[src/rtl/display_scan.sv]
// ---------------------------------------------------------------------------
// display_scan
//   Time-multiplexes a 16-bit display word across four common-anode digits
//   feeding the Neander hex 7-segment decoder. New words are double-buffered
//   and only committed when scanning wraps back to digit 0, so a frame never
//   shows a mix of old and new nibbles.
//
// Ports
//   clk       in   system clock, rising edge
//   rst       in   synchronous active-high reset
//   load      in   single-cycle strobe, captures value into the pending buffer
//   value     in   [15:0] word to display (digit 3 = value[15:12])
//   blank_lz  in   1 = suppress leading-zero digits (combinational effect)
//   sb3..sb0  out  nibble of the digit currently being scanned
//   an        out  [3:0] active-low digit enables
//   frame     out  one-cycle pulse on the cycle a commit boundary occurs
// ---------------------------------------------------------------------------
module display_scan #(
  parameter int unsigned PRESCALE = 50000
) (
  input  logic        clk,
  input  logic        rst,
  input  logic        load,
  input  logic [15:0] value,
  input  logic        blank_lz,
  output logic        sb3,
  output logic        sb2,
  output logic        sb1,
  output logic        sb0,
  output logic [3:0]  an,
  output logic        frame
);

  localparam int unsigned CNT_W = (PRESCALE > 1) ? $clog2(PRESCALE) : 1;
  localparam logic [CNT_W-1:0] PRESC_MAX = CNT_W'(PRESCALE - 1);

  // Registered state
  logic [CNT_W-1:0] presc_q, presc_d;
  logic [1:0]       idx_q, idx_d;
  logic [15:0]      shown_q, shown_d;
  logic [15:0]      pend_val_q, pend_val_d;
  logic             pend_q, pend_d;
  logic             frame_q, frame_d;

  // Scan timing strobes
  logic tick_c;
  logic boundary_c;

  // Display decode
  logic [3:0] nibble_c;
  logic       lz3_c, lz2_c, lz1_c;
  logic       digit_blank_c;
  logic [3:0] an_c;

  // Slot timing: a commit boundary is the last cycle of digit 3
  always_comb begin
    tick_c     = (presc_q == PRESC_MAX);
    boundary_c = tick_c && (idx_q == 2'd3);
  end

  // Next-state logic
  always_comb begin
    presc_d    = presc_q;
    idx_d      = idx_q;
    shown_d    = shown_q;
    pend_val_d = pend_val_q;
    pend_d     = pend_q;
    frame_d    = 1'b0;

    if (tick_c) begin
      presc_d = '0;
      idx_d   = idx_q + 2'd1;
    end else begin
      presc_d = presc_q + CNT_W'(1);
    end

    if (boundary_c) begin
      frame_d = 1'b1;
      if (pend_q) begin
        shown_d = pend_val_q;
        pend_d  = 1'b0;
      end
    end

    // A load on the boundary cycle is applied after the commit above, so it
    // re-arms the pending buffer for the following frame.
    if (load) begin
      pend_val_d = value;
      pend_d     = 1'b1;
    end
  end

  // State register
  always_ff @(posedge clk) begin
    if (rst) begin
      presc_q    <= '0;
      idx_q      <= 2'd0;
      shown_q    <= 16'h0000;
      pend_val_q <= 16'h0000;
      pend_q     <= 1'b0;
      frame_q    <= 1'b0;
    end else begin
      presc_q    <= presc_d;
      idx_q      <= idx_d;
      shown_q    <= shown_d;
      pend_val_q <= pend_val_d;
      pend_q     <= pend_d;
      frame_q    <= frame_d;
    end
  end

  // Nibble of the digit being scanned
  always_comb begin
    nibble_c = shown_q[3:0];
    case (idx_q)
      2'd0: nibble_c = shown_q[3:0];
      2'd1: nibble_c = shown_q[7:4];
      2'd2: nibble_c = shown_q[11:8];
      2'd3: nibble_c = shown_q[15:12];
      default: nibble_c = shown_q[3:0];
    endcase
  end

  // Leading-zero chain: digit i is a leading zero iff nibbles i..3 are zero
  always_comb begin
    lz3_c = (shown_q[15:12] == 4'h0);
    lz2_c = lz3_c && (shown_q[11:8] == 4'h0);
    lz1_c = lz2_c && (shown_q[7:4] == 4'h0);
  end

  // Digit 0 is never blanked so an all-zero word still shows "0"
  always_comb begin
    digit_blank_c = 1'b0;
    case (idx_q)
      2'd1: digit_blank_c = blank_lz && lz1_c;
      2'd2: digit_blank_c = blank_lz && lz2_c;
      2'd3: digit_blank_c = blank_lz && lz3_c;
      default: digit_blank_c = 1'b0;
    endcase
  end

  // Active-low one-cold digit enable
  always_comb begin
    an_c = 4'b1110;
    case (idx_q)
      2'd0: an_c = 4'b1110;
      2'd1: an_c = 4'b1101;
      2'd2: an_c = 4'b1011;
      2'd3: an_c = 4'b0111;
      default: an_c = 4'b1110;
    endcase
    if (digit_blank_c) begin
      an_c = 4'b1111;
    end
  end

  assign {sb3, sb2, sb1, sb0} = nibble_c;
  assign an                   = an_c;
  assign frame                = frame_q;

endmodule
[config.mk]
export PLATFORM = sky130hd
export DESIGN_NAME = display_scan
export DESIGN_NICKNAME = d
export VERILOG_FILES = /design/src/rtl/display_scan.sv
export SDC_FILE = /design/constraint.sdc
export NUM_CORES = 1
export LEC_CHECK = 0
export CELL_PAD_IN_SITES_DETAIL_PLACEMENT = 1
export CELL_PAD_IN_SITES_GLOBAL_PLACEMENT = 1
export CORE_UTILIZATION = 32
export DETAILED_ROUTE_END_ITERATION = 10
export PLACE_DENSITY_LB_ADDON = 0.12
export SYNTH_ARGS = -nofsm -noshare
export SYNTH_HDL_FRONTEND = slang
export SYNTH_SLANG_ARGS = --single-unit
[constraint.sdc]
create_clock -name clk -period 2.6 [get_ports clk]
set_input_delay 0.39 -clock clk [delete_from_list [all_inputs] [get_ports clk]]
set_output_delay 0.39 -clock clk [all_outputs]
set_load 0.02 [all_outputs]
# After elaboration in Yosys (flattened, before gate mapping)
# Cells that the tools add are included.
# word_totals
ff_bits	52
input_bits	20
output_inout_bits	9
elab_cells	32
# op_classes
add_sub_neg	2
eq_ne	4
n_mux	7
reduce_logical	13
# op_table
cell	count
case mux 4 bit (4 select lines)	2
adder 16 x 1 -> 16 bit, second input constant	1
== test 16 bit, second input constant	1
logical NOT 4 bit	3
logical AND 1 bit	6
== test 2 bit, second input constant	2
2-to-1 mux 4 bit	1
2-to-1 mux 1 bit	3
case mux 1 bit (3 select lines)	1
adder 2 x 1 -> 2 bit, second input constant	1
== test 2 x 1 -> 1 bit, second input constant	1
logical NOT 2 bit	1
AND reduction 2 bit	1
nonzero test 2 bit	1
OR reduction 2 bit	1

# Depth between registers and ports, before layout
# Gate-level depths: netlist (run 1).
# depth
word_depth	6
ltp_mapped	6
ltp_nobuf	6

# Least setup slack after synthesis (run 1)
# Ideal clock, no wire load.
# synth_path
path_type	register to output
start	register idx_q[0]
end	output an[1]
arrival_time_ps	1415
required_time_ps	2210
slack_ps	795
path_stages_with_launch	6
path_buffers	0
cell_sequence	dfxtp_1 inv_1 ha_1 inv_2 nand3_1 o21ai_0
# synth_between
elab_chain_len	3
elab_cells_between_ends	7
cone_classes	eq/ne (3); mux (3); reduce/logical (1)
# synth_lines
element	line_no	text
start, declared	39	logic [1:0] idx_q, idx_d;
start signal, assigned	104	idx_q <= idx_d;
== test 2 bit (tied with other cells)	134, 145	
case mux 4 bit (4 select lines) or case mux 1 bit (3 select lines) (tied branches)	145, 134	
2-to-1 mux 4 bit (*)	152	if (digit_blank_c) begin
end, declared	30	output logic [3:0] an,
# Every way passes the cells marked *; elsewhere a longest branch is shown, timed or not.

# Worst setup path in the final report (run 1)
# layout_path
start	register idx_q[0]
end	output sb2
# layout_between
elab_chain_len	2
elab_cells_between_ends	5
cone_classes	eq/ne (3); mux (1); reduce/logical (1)
# layout_lines
element	line_no	text
== test 2 bit (tied with other cells)	115	case (idx_q)
case mux 4 bit (4 select lines) (*)	115	
end, declared	27	output logic sb2,
# Marked as above.

==> results by group, run 1 <==
CTS
  • Setup Fix Bufs, Post-CTS: 0
  • Worst-path clk slew: 0.10 ns
  • Clock Sinks: 52
  • CTS Hold Bufs: 0
  • Clock root cell: clkbuf_8
  • # H-tree levels: 2
  • Maximum clock path buffer count: 2
  • CTS tree: done
  • CTS buffer count: 5
  • Clk_lat worst skew: 0.32 ns

Power and ir drop
  • NetSw: 347 uW
  • Pint: 1070 uW
  • Pwr/cell area: 496 mW/mm^2
  • Sequential share of power: between 50 and 60%
  • Peak supply drop: between 0.15 and 0.2 mV
  • Comb power frac: 6.8%
  • Leak: 0.00104 uW
  • Switching share of power: 24.5%
  • Clock share of power: 34.8%

Setup path
  • Worst-path cell chain: inv_1, ha_1, a222oi_1, a21oi_1, clkdlybuf4s50_1
  • Worst Path Arrival: 2.05 ns
  • Critical path class: register to primary output
  • Startpoint type of the worst setup path: register
  • Critical path peak fanout: 6
  • CP max stage delay: approximately 0.55 ns
  • Worst path bufs/invs: 2
  • CP max-delay cell: clkdlybuf4s50_1
  • CP required: ~2.2 ns
  • Cell family with most CP delay: buffers and inverters
  • Crit path capture type: primary output

Route
  • Final WL: 5150 microns
  • Drt wl/cell: 13.7 microns
  • DRC: 0
  • Drt pass-1 iters: 4
  • DR vias: around 1,800
  • Antenna Nets Post-Route: 0
  • Initial detailed-routing violation count: between 50 and 60
  • Via density: 4.67

Finish
  • Synth-to-layout area growth: 19.3%
  • Layout Nets: approximately 300
  • Share of layout cells above drive strength 1: under 10%
  • Final std cells w/o fill: ~380
  • Fillers: 868
  • # diodes: 0

Timing
  • Fin. Hold Viols: 0
  • Final Skew: 0.0125 ns
  • Relative slew slack: 57.7%
  • Fmax: 411 MHz
  • Max Slew Vio Count: 0
  • Unrepaired setup endpoints after global routing: false
  • Setup violators final: 0
  • Post-Route Setup TNS: 0 ns
  • Worst Max-Slew Pin Slew: 0.635 ns
  • Period utilization: 93.7%
  • Crit path time final: about 2.4 ns

Floorplanning
  • Initial Util: 33.0%
  • Full die area: 0.00783 sq mm
  • Core area: 0.00725 sq mm
  • Rows: 31
  • Die Width: 88.5 microns
  • I/O pin cnt: 29
  • Die height: between 80 and 90 microns

Placement
  • Number of port buffers: 28
  • Final HPWL DP: 3680 microns
  • Gp weighted congestion: 0.751
  • Cell total after placement: 368

GRT
  • Total grt overflow: 0
  • First-pass GRT wire length: ~8300 microns
  • Antenna violations before repair: 0
  • Total Routing Usage GR: between 10 and 15%
  • Largest net degree at the start of global routing: 43
  • Vias in the first global route: 1,656

Logic synthesis
  • Register area share after synthesis: 43.5%
  • Post-Syn Area: 0.00239 sq mm
  • Cell variety after synth: 30
  • Ys Warns: 0
  • Mean Syn Cell Area: 9.58 sq um
  • Syn nets: 275
  • Seq cells post-synth: 52
  • Cells after synthesis: 250

Run
  • Max-cap check violation count: 0

Status
  • Status: finished clean

Hold path
  • HP Class: register to register
[layout make-up]
class	instances	area (sq um)	share of cell area (%)
multi-input combinational	176	1250	43.8
sequential	52	1040	36.4
timing repair buffer	31	310	10.9
tap	99	124	4.34
clock buffer	5	68.8	2.41
inverter	10	37.5	1.31
clock inverter	3	25.0	0.876
[power groups by stage]
stage	clock (uW)	combinational, uW	sequential, uW
detailed placement	0	97.8	847
finish	493	96.0	828
CTS	521	98.2	828
global route	561	107	830
global placement	0	96.5	846
floorplan	0	56.9	843
[cells by family after synthesis]
family                   count (synthesis)  synth area share (%)
AND/OR/NAND/NOR                        109                  26.2
XOR/XNOR                                15                  5.49
multiplexers                            33                  13.8
flip-flops                              52                  43.5
adder cells (fa/ha/maj)                  5                  2.61
buffers and inverters                   22                  4.34
AO/OA/AOI/OAI                           14                  4.13
[worst paths after layout]
check | slack (ns) | start | endpoint | cells past startpoint
worst min register to register | 0.48 | presc_q[0] | presc_q[0] | 1
worst min-delay path | 0.48 | presc_q[0] | presc_q[0] | 1
worst max-delay path | 0.16 | idx_q[0] | sb2 | 5
worst max register to register | 0.74 | presc_q[0] | presc_q[4] | 5
[cells in the final DEF (no fill, tap or decap), types with 2 or more instances in the layout]
cell type        instances
nand2_1                  5
nor4b_4                  2
buf_4                    3
nor3_1                   3
nor2_1                  42
xor2_1                   2
o21ai_0                  2
a21oi_1                  6
nand2b_1                33
inv_6                    2
nand3_1                  6
ha_1                     5
clkdlybuf4s50_1         25
nand4_1                  4
nor4_1                   8
dlymetal6s2s_1           3
a222oi_1                 4
clkbuf_8                 5
xnor2_1                 13
mux2i_1                 33
dfxtp_1                 52
inv_1                    9
[repair_timing]
item | 4_1_cts | 5_1_grt
setup endpoints to repair | 0 | 3
gates resized for setup | 0 | 3
hold endpoints to repair | 0 | 0
[metrics by stage]
step	hold slack [ns]	worst slack [ns]	utilization (%)	cell area, sq um	total power, uW
floorplan	0.430	0.795	-	2390	900
global placement	0.447	0.460	38.0	2760	942
detailed placement	0.460	0.443	38.0	2760	944
CTS	0.483	0.111	39.3	2850	1450
global route	0.506	0.0103	39.4	2860	1500
finish	0.476	0.164	39.4	2860	1420
[state kept, by name, summed over array words and instances (netlist names)]
signal / count
frame: 1
idx_q: 2
pend_q: 1
pend_val_q: 16
presc_q: 16
shown_q: 16
[routing by layer]
layer	up-vias	GRT usage, %	share of wire, %
met5	-	0	0
met2	27	21.4	45
met3	5	2.89	2.9
met4	0	5.28	0.83
met1	820	19.2	51
li1	903	-	-
[cell usage after synthesis]
cell type / instances / area share (%)
nor4b_4: 2 / 2.0
nand2b_1: 33 / 8.6
nand3_1: 6 / 1.3
mux2i_1: 33 / 14
a21oi_1: 6 / 1.3
o41ai_1: 1 / 0.37
clkbuf_1: 8 / 1.3
buf_6: 1 / 0.47
dfxtp_1: 52 / 43
and4b_1: 1 / 0.42
o21ai_0: 2 / 0.42
nor3_1: 3 / 0.63
a41o_1: 1 / 0.42
inv_1: 9 / 1.4
nor2_8: 1 / 0.84
xor2_1: 2 / 0.73
ha_1: 5 / 2.6
nand4_4: 1 / 0.89
buf_2: 2 / 0.42
a222oi_1: 4 / 1.7
buf_8: 1 / 0.63
inv_2: 1 / 0.16
nor2_1: 42 / 6.6
and3_1: 1 / 0.26
xnor2_1: 13 / 4.8
nor4_1: 8 / 2.1
nand2_1: 5 / 0.78
nor4bb_1: 1 / 0.42
nor4b_1: 1 / 0.37
nand4_1: 4 / 1.0
Note: power is estimated with default switching activity, not from simulation.
==> run 2, diff against run 1 <==
Settings changed: CAP_MARGIN set to 20, CORE_MARGIN set to 2.
==> results by group, run 2 (synthesis gave the netlist of run 1 again) <==
CTS
  • Setup Fix Bufs, Post-CTS: 0 (unchanged)
  • # H-tree levels: 2 (unchanged)
  • CTS tree: done
  • Maximum clock path buffer count: 2 (unchanged)
  • Clock root cell: clkbuf_8
  • Clock Sinks: 52 (unchanged)
  • CTS buffer count: 5 (unchanged)
  • Worst-path clk slew: 0.10 ns (about the same)
  • Clk_lat worst skew: 0.30 ns (-0.02 ns)

Setup path
  • Crit path capture type: primary output
  • Worst Path Arrival: 2.08 ns (+0.03 ns)
  • Worst-path cell chain: inv_1, ha_1, a222oi_1, a21oi_1, clkdlybuf4s50_1
  • CP max-delay cell: clkdlybuf4s50_1
  • Critical path peak fanout: 5 (-1)
  • Worst path bufs/invs: 2 (unchanged)
  • CP required: 2.21 ns (about the same)
  • Critical path class: register to primary output
  • Startpoint type of the worst setup path: register
  • Cell family with most CP delay: buffers and inverters
  • CP max stage delay: 0.55 ns (about the same)

Placement
  • Pre-CTS setup slack: 0.427 ns (-0.0163 ns)
  • Final HPWL DP: 3760 microns (+2.2%)
  • Number of port buffers: 28 (unchanged)
  • Gp weighted congestion: 0.737 (-1.9%)
  • DP Area: 0.00276 sq mm (unchanged)

Timing
  • Final setup margin: 0.129 ns (-0.0358 ns)
  • Post-Route Setup TNS: 0 ns (unchanged)
  • Final Skew: 0.00878 ns (-0.00370 ns)
  • Relative slew slack: 60.3% (+2.6 points)
  • Worst Max-Slew Pin Slew: 0.596 ns (-0.0389 ns)
  • Fin. Hold Viols: 0 (unchanged)
  • Hold_ws: 0.479 ns (+0.00326 ns)
  • Max Slew Vio Count: 0 (unchanged)
  • Fmax: 405 MHz (-1.4%)
  • Unrepaired setup endpoints after global routing: true
  • Setup violators final: 0 (unchanged)
  • Period utilization: 95.1% (+1.4 points)
  • Crit path time final: 2.47 ns (+0.0358 ns)

Finish
  • Final instance area: 0.00284 sq mm (-0.44%)
  • Multi-input gate area: 0.00125 sq mm (+0.20%)
  • Synth-to-layout area growth: 18.8%
  • Layout Nets: 301 (unchanged)
  • Largest registers: pend_val_q (16), presc_q (16), shown_q (16)
  • Most frequent cells in the layout: dfxtp_1 (52), nor2_1 (42), mux2i_1 (33), nand2b_1 (33), clkdlybuf4s50_1 (26)
  • Share of layout cells above drive strength 1: 5.80% (+0.021 points)
  • # diodes: 0 (unchanged)
  • Flip-flop and latch area: 0.00104 sq mm (unchanged)
  • Fillers: 870 (+0.23%)
  • Commonest non-fill, non-tap cell in the layout: dfxtp_1

GRT
  • First-pass GRT wire length: 8680 microns (+4.8%)
  • Total grt overflow: 0 (unchanged)
  • Total Routing Usage GR: 13.0% (-0.94 points)
  • Vias in the first global route: 1,768 (+6.8%)
  • Largest net degree at the start of global routing: 40 (-7.0%)
  • Antenna violations before repair: 0 (unchanged)

Floorplanning
  • Core area: 0.00725 sq mm (unchanged)
  • Die height: 90.5 microns (+2.3%)
  • Full die area: 0.00819 sq mm (+4.6%)
  • Initial Util: 33.0% (unchanged)
  • I/O pin cnt: 29 (unchanged)
  • Rows: 31 (unchanged)
  • Die Width: 90.5 microns (+2.3%)

Power and ir drop
  • Power Total: 1370 uW (-3.5%)
  • Peak supply drop: 0.186 mV (+12%)
  • Comb power frac: 7.0% (+0.2 points)
  • Sequential share of power: 60.5% (+2.1 points)
  • Switching share of power: 22.8% (-1.7 points)
  • Pint: 1060 uW (-1.3%)
  • NetSw: 312 uW (-10%)
  • Clock share of power: 32.5% (-2.3 points)
  • Leak: 0.00102 uW (-2.6%)
  • Pwr/cell area: 481 mW/mm^2 (-3.0%)

Route
  • Drt wl/cell: 13.9 microns (+1.1%)
  • DRC: 0 (unchanged)
  • Via density: 4.73 (+1.2%)
  • DR vias: 1,772 (+0.97%)
  • Final WL: 5200 microns (+0.85%)
  • Antenna Nets Post-Route: 0 (unchanged)
  • Initial detailed-routing violation count: 64 (+23%)
  • Drt pass-1 iters: 5 (+1)

Hold path
  • HP Class: register to register

Run
  • Max-cap check violation count: 0 (unchanged)

Status
  • Status: finished clean
==> run 2: cell types whose count changed in the layout (fill, tap and decap cells not counted) <==
cell	previous run	this run
ha_2	0	1
ha_1	5	4
dlymetal6s2s_1	3	2
clkinv_2	0	1
clkdlybuf4s50_1	25	26
inv_6	2	0
==> run 2: cell type report <==
| cell class | count | share of cell area, % |
|---|---|---|
| repair buffers | 31 | 10.8 |
| well taps | 99 | 4.36 |
| clock inverters | 2 | 0.440 |
| inverters | 10 | 1.32 |
| multi-input cells | 176 | 44.0 |
| clock buffers | 5 | 2.42 |
| flip-flops and latches | 52 | 36.6 |
==> run 2: path summary, 6_finish.rpt <==
path            startpoint          to  slack (ns)  depth (start not counted)
max               idx_q[1]         sb1        0.13                          5
min          pend_val_q[2]  shown_q[2]        0.48                          2
max reg2reg     presc_q[0]  presc_q[5]        0.79                          5
min reg2reg  pend_val_q[2]  shown_q[2]        0.48                          2
==> run 2: stage by stage <==
stage | util [%] | std cells
finish | 39.2 | 375
global route | 39.2 | 375
CTS | 39.1 | 375
detailed placement | 38.0 | 368
global placement | 38.0 | 368
floorplan | - | 250
==> run 2: worst register-to-register path: stages, from the launching register on <==
cell	delay (ns)
dfxtp_1	0.38
ha_1	0.23
and3_1	0.28
nand4_4	0.19
nand2b_1	0.50
nor2_1	0.11
==> run 2: what timing repair did <==
action / CTS / global route
resized for setup: 0 / 3
endpoints found under the setup margin: 0 / 3
hold buffers: 0 / 0
==> run 2: per-layer routing <==
layer / vias to the layer above / global-route usage [%] / routed length (microns)
met5: - / 0 / 0
met4: 0 / 5.00 / 65
met3: 5 / 2.34 / 158
met2: 28 / 20.1 / 2300
met1: 846 / 18.0 / 2680
li1: 893 / - / -
==> run 2: power by group through the flow <==
stage | registers (uW) | logic (uW) | clock network, uW
after floorplan | 843 | 56.9 | 0
after CTS | 828 | 98.8 | 468
after global placement | 846 | 96.4 | 0
final | 827 | 95.7 | 444
after global routing | 830 | 107 | 497
after detailed placement | 847 | 98.6 | 0
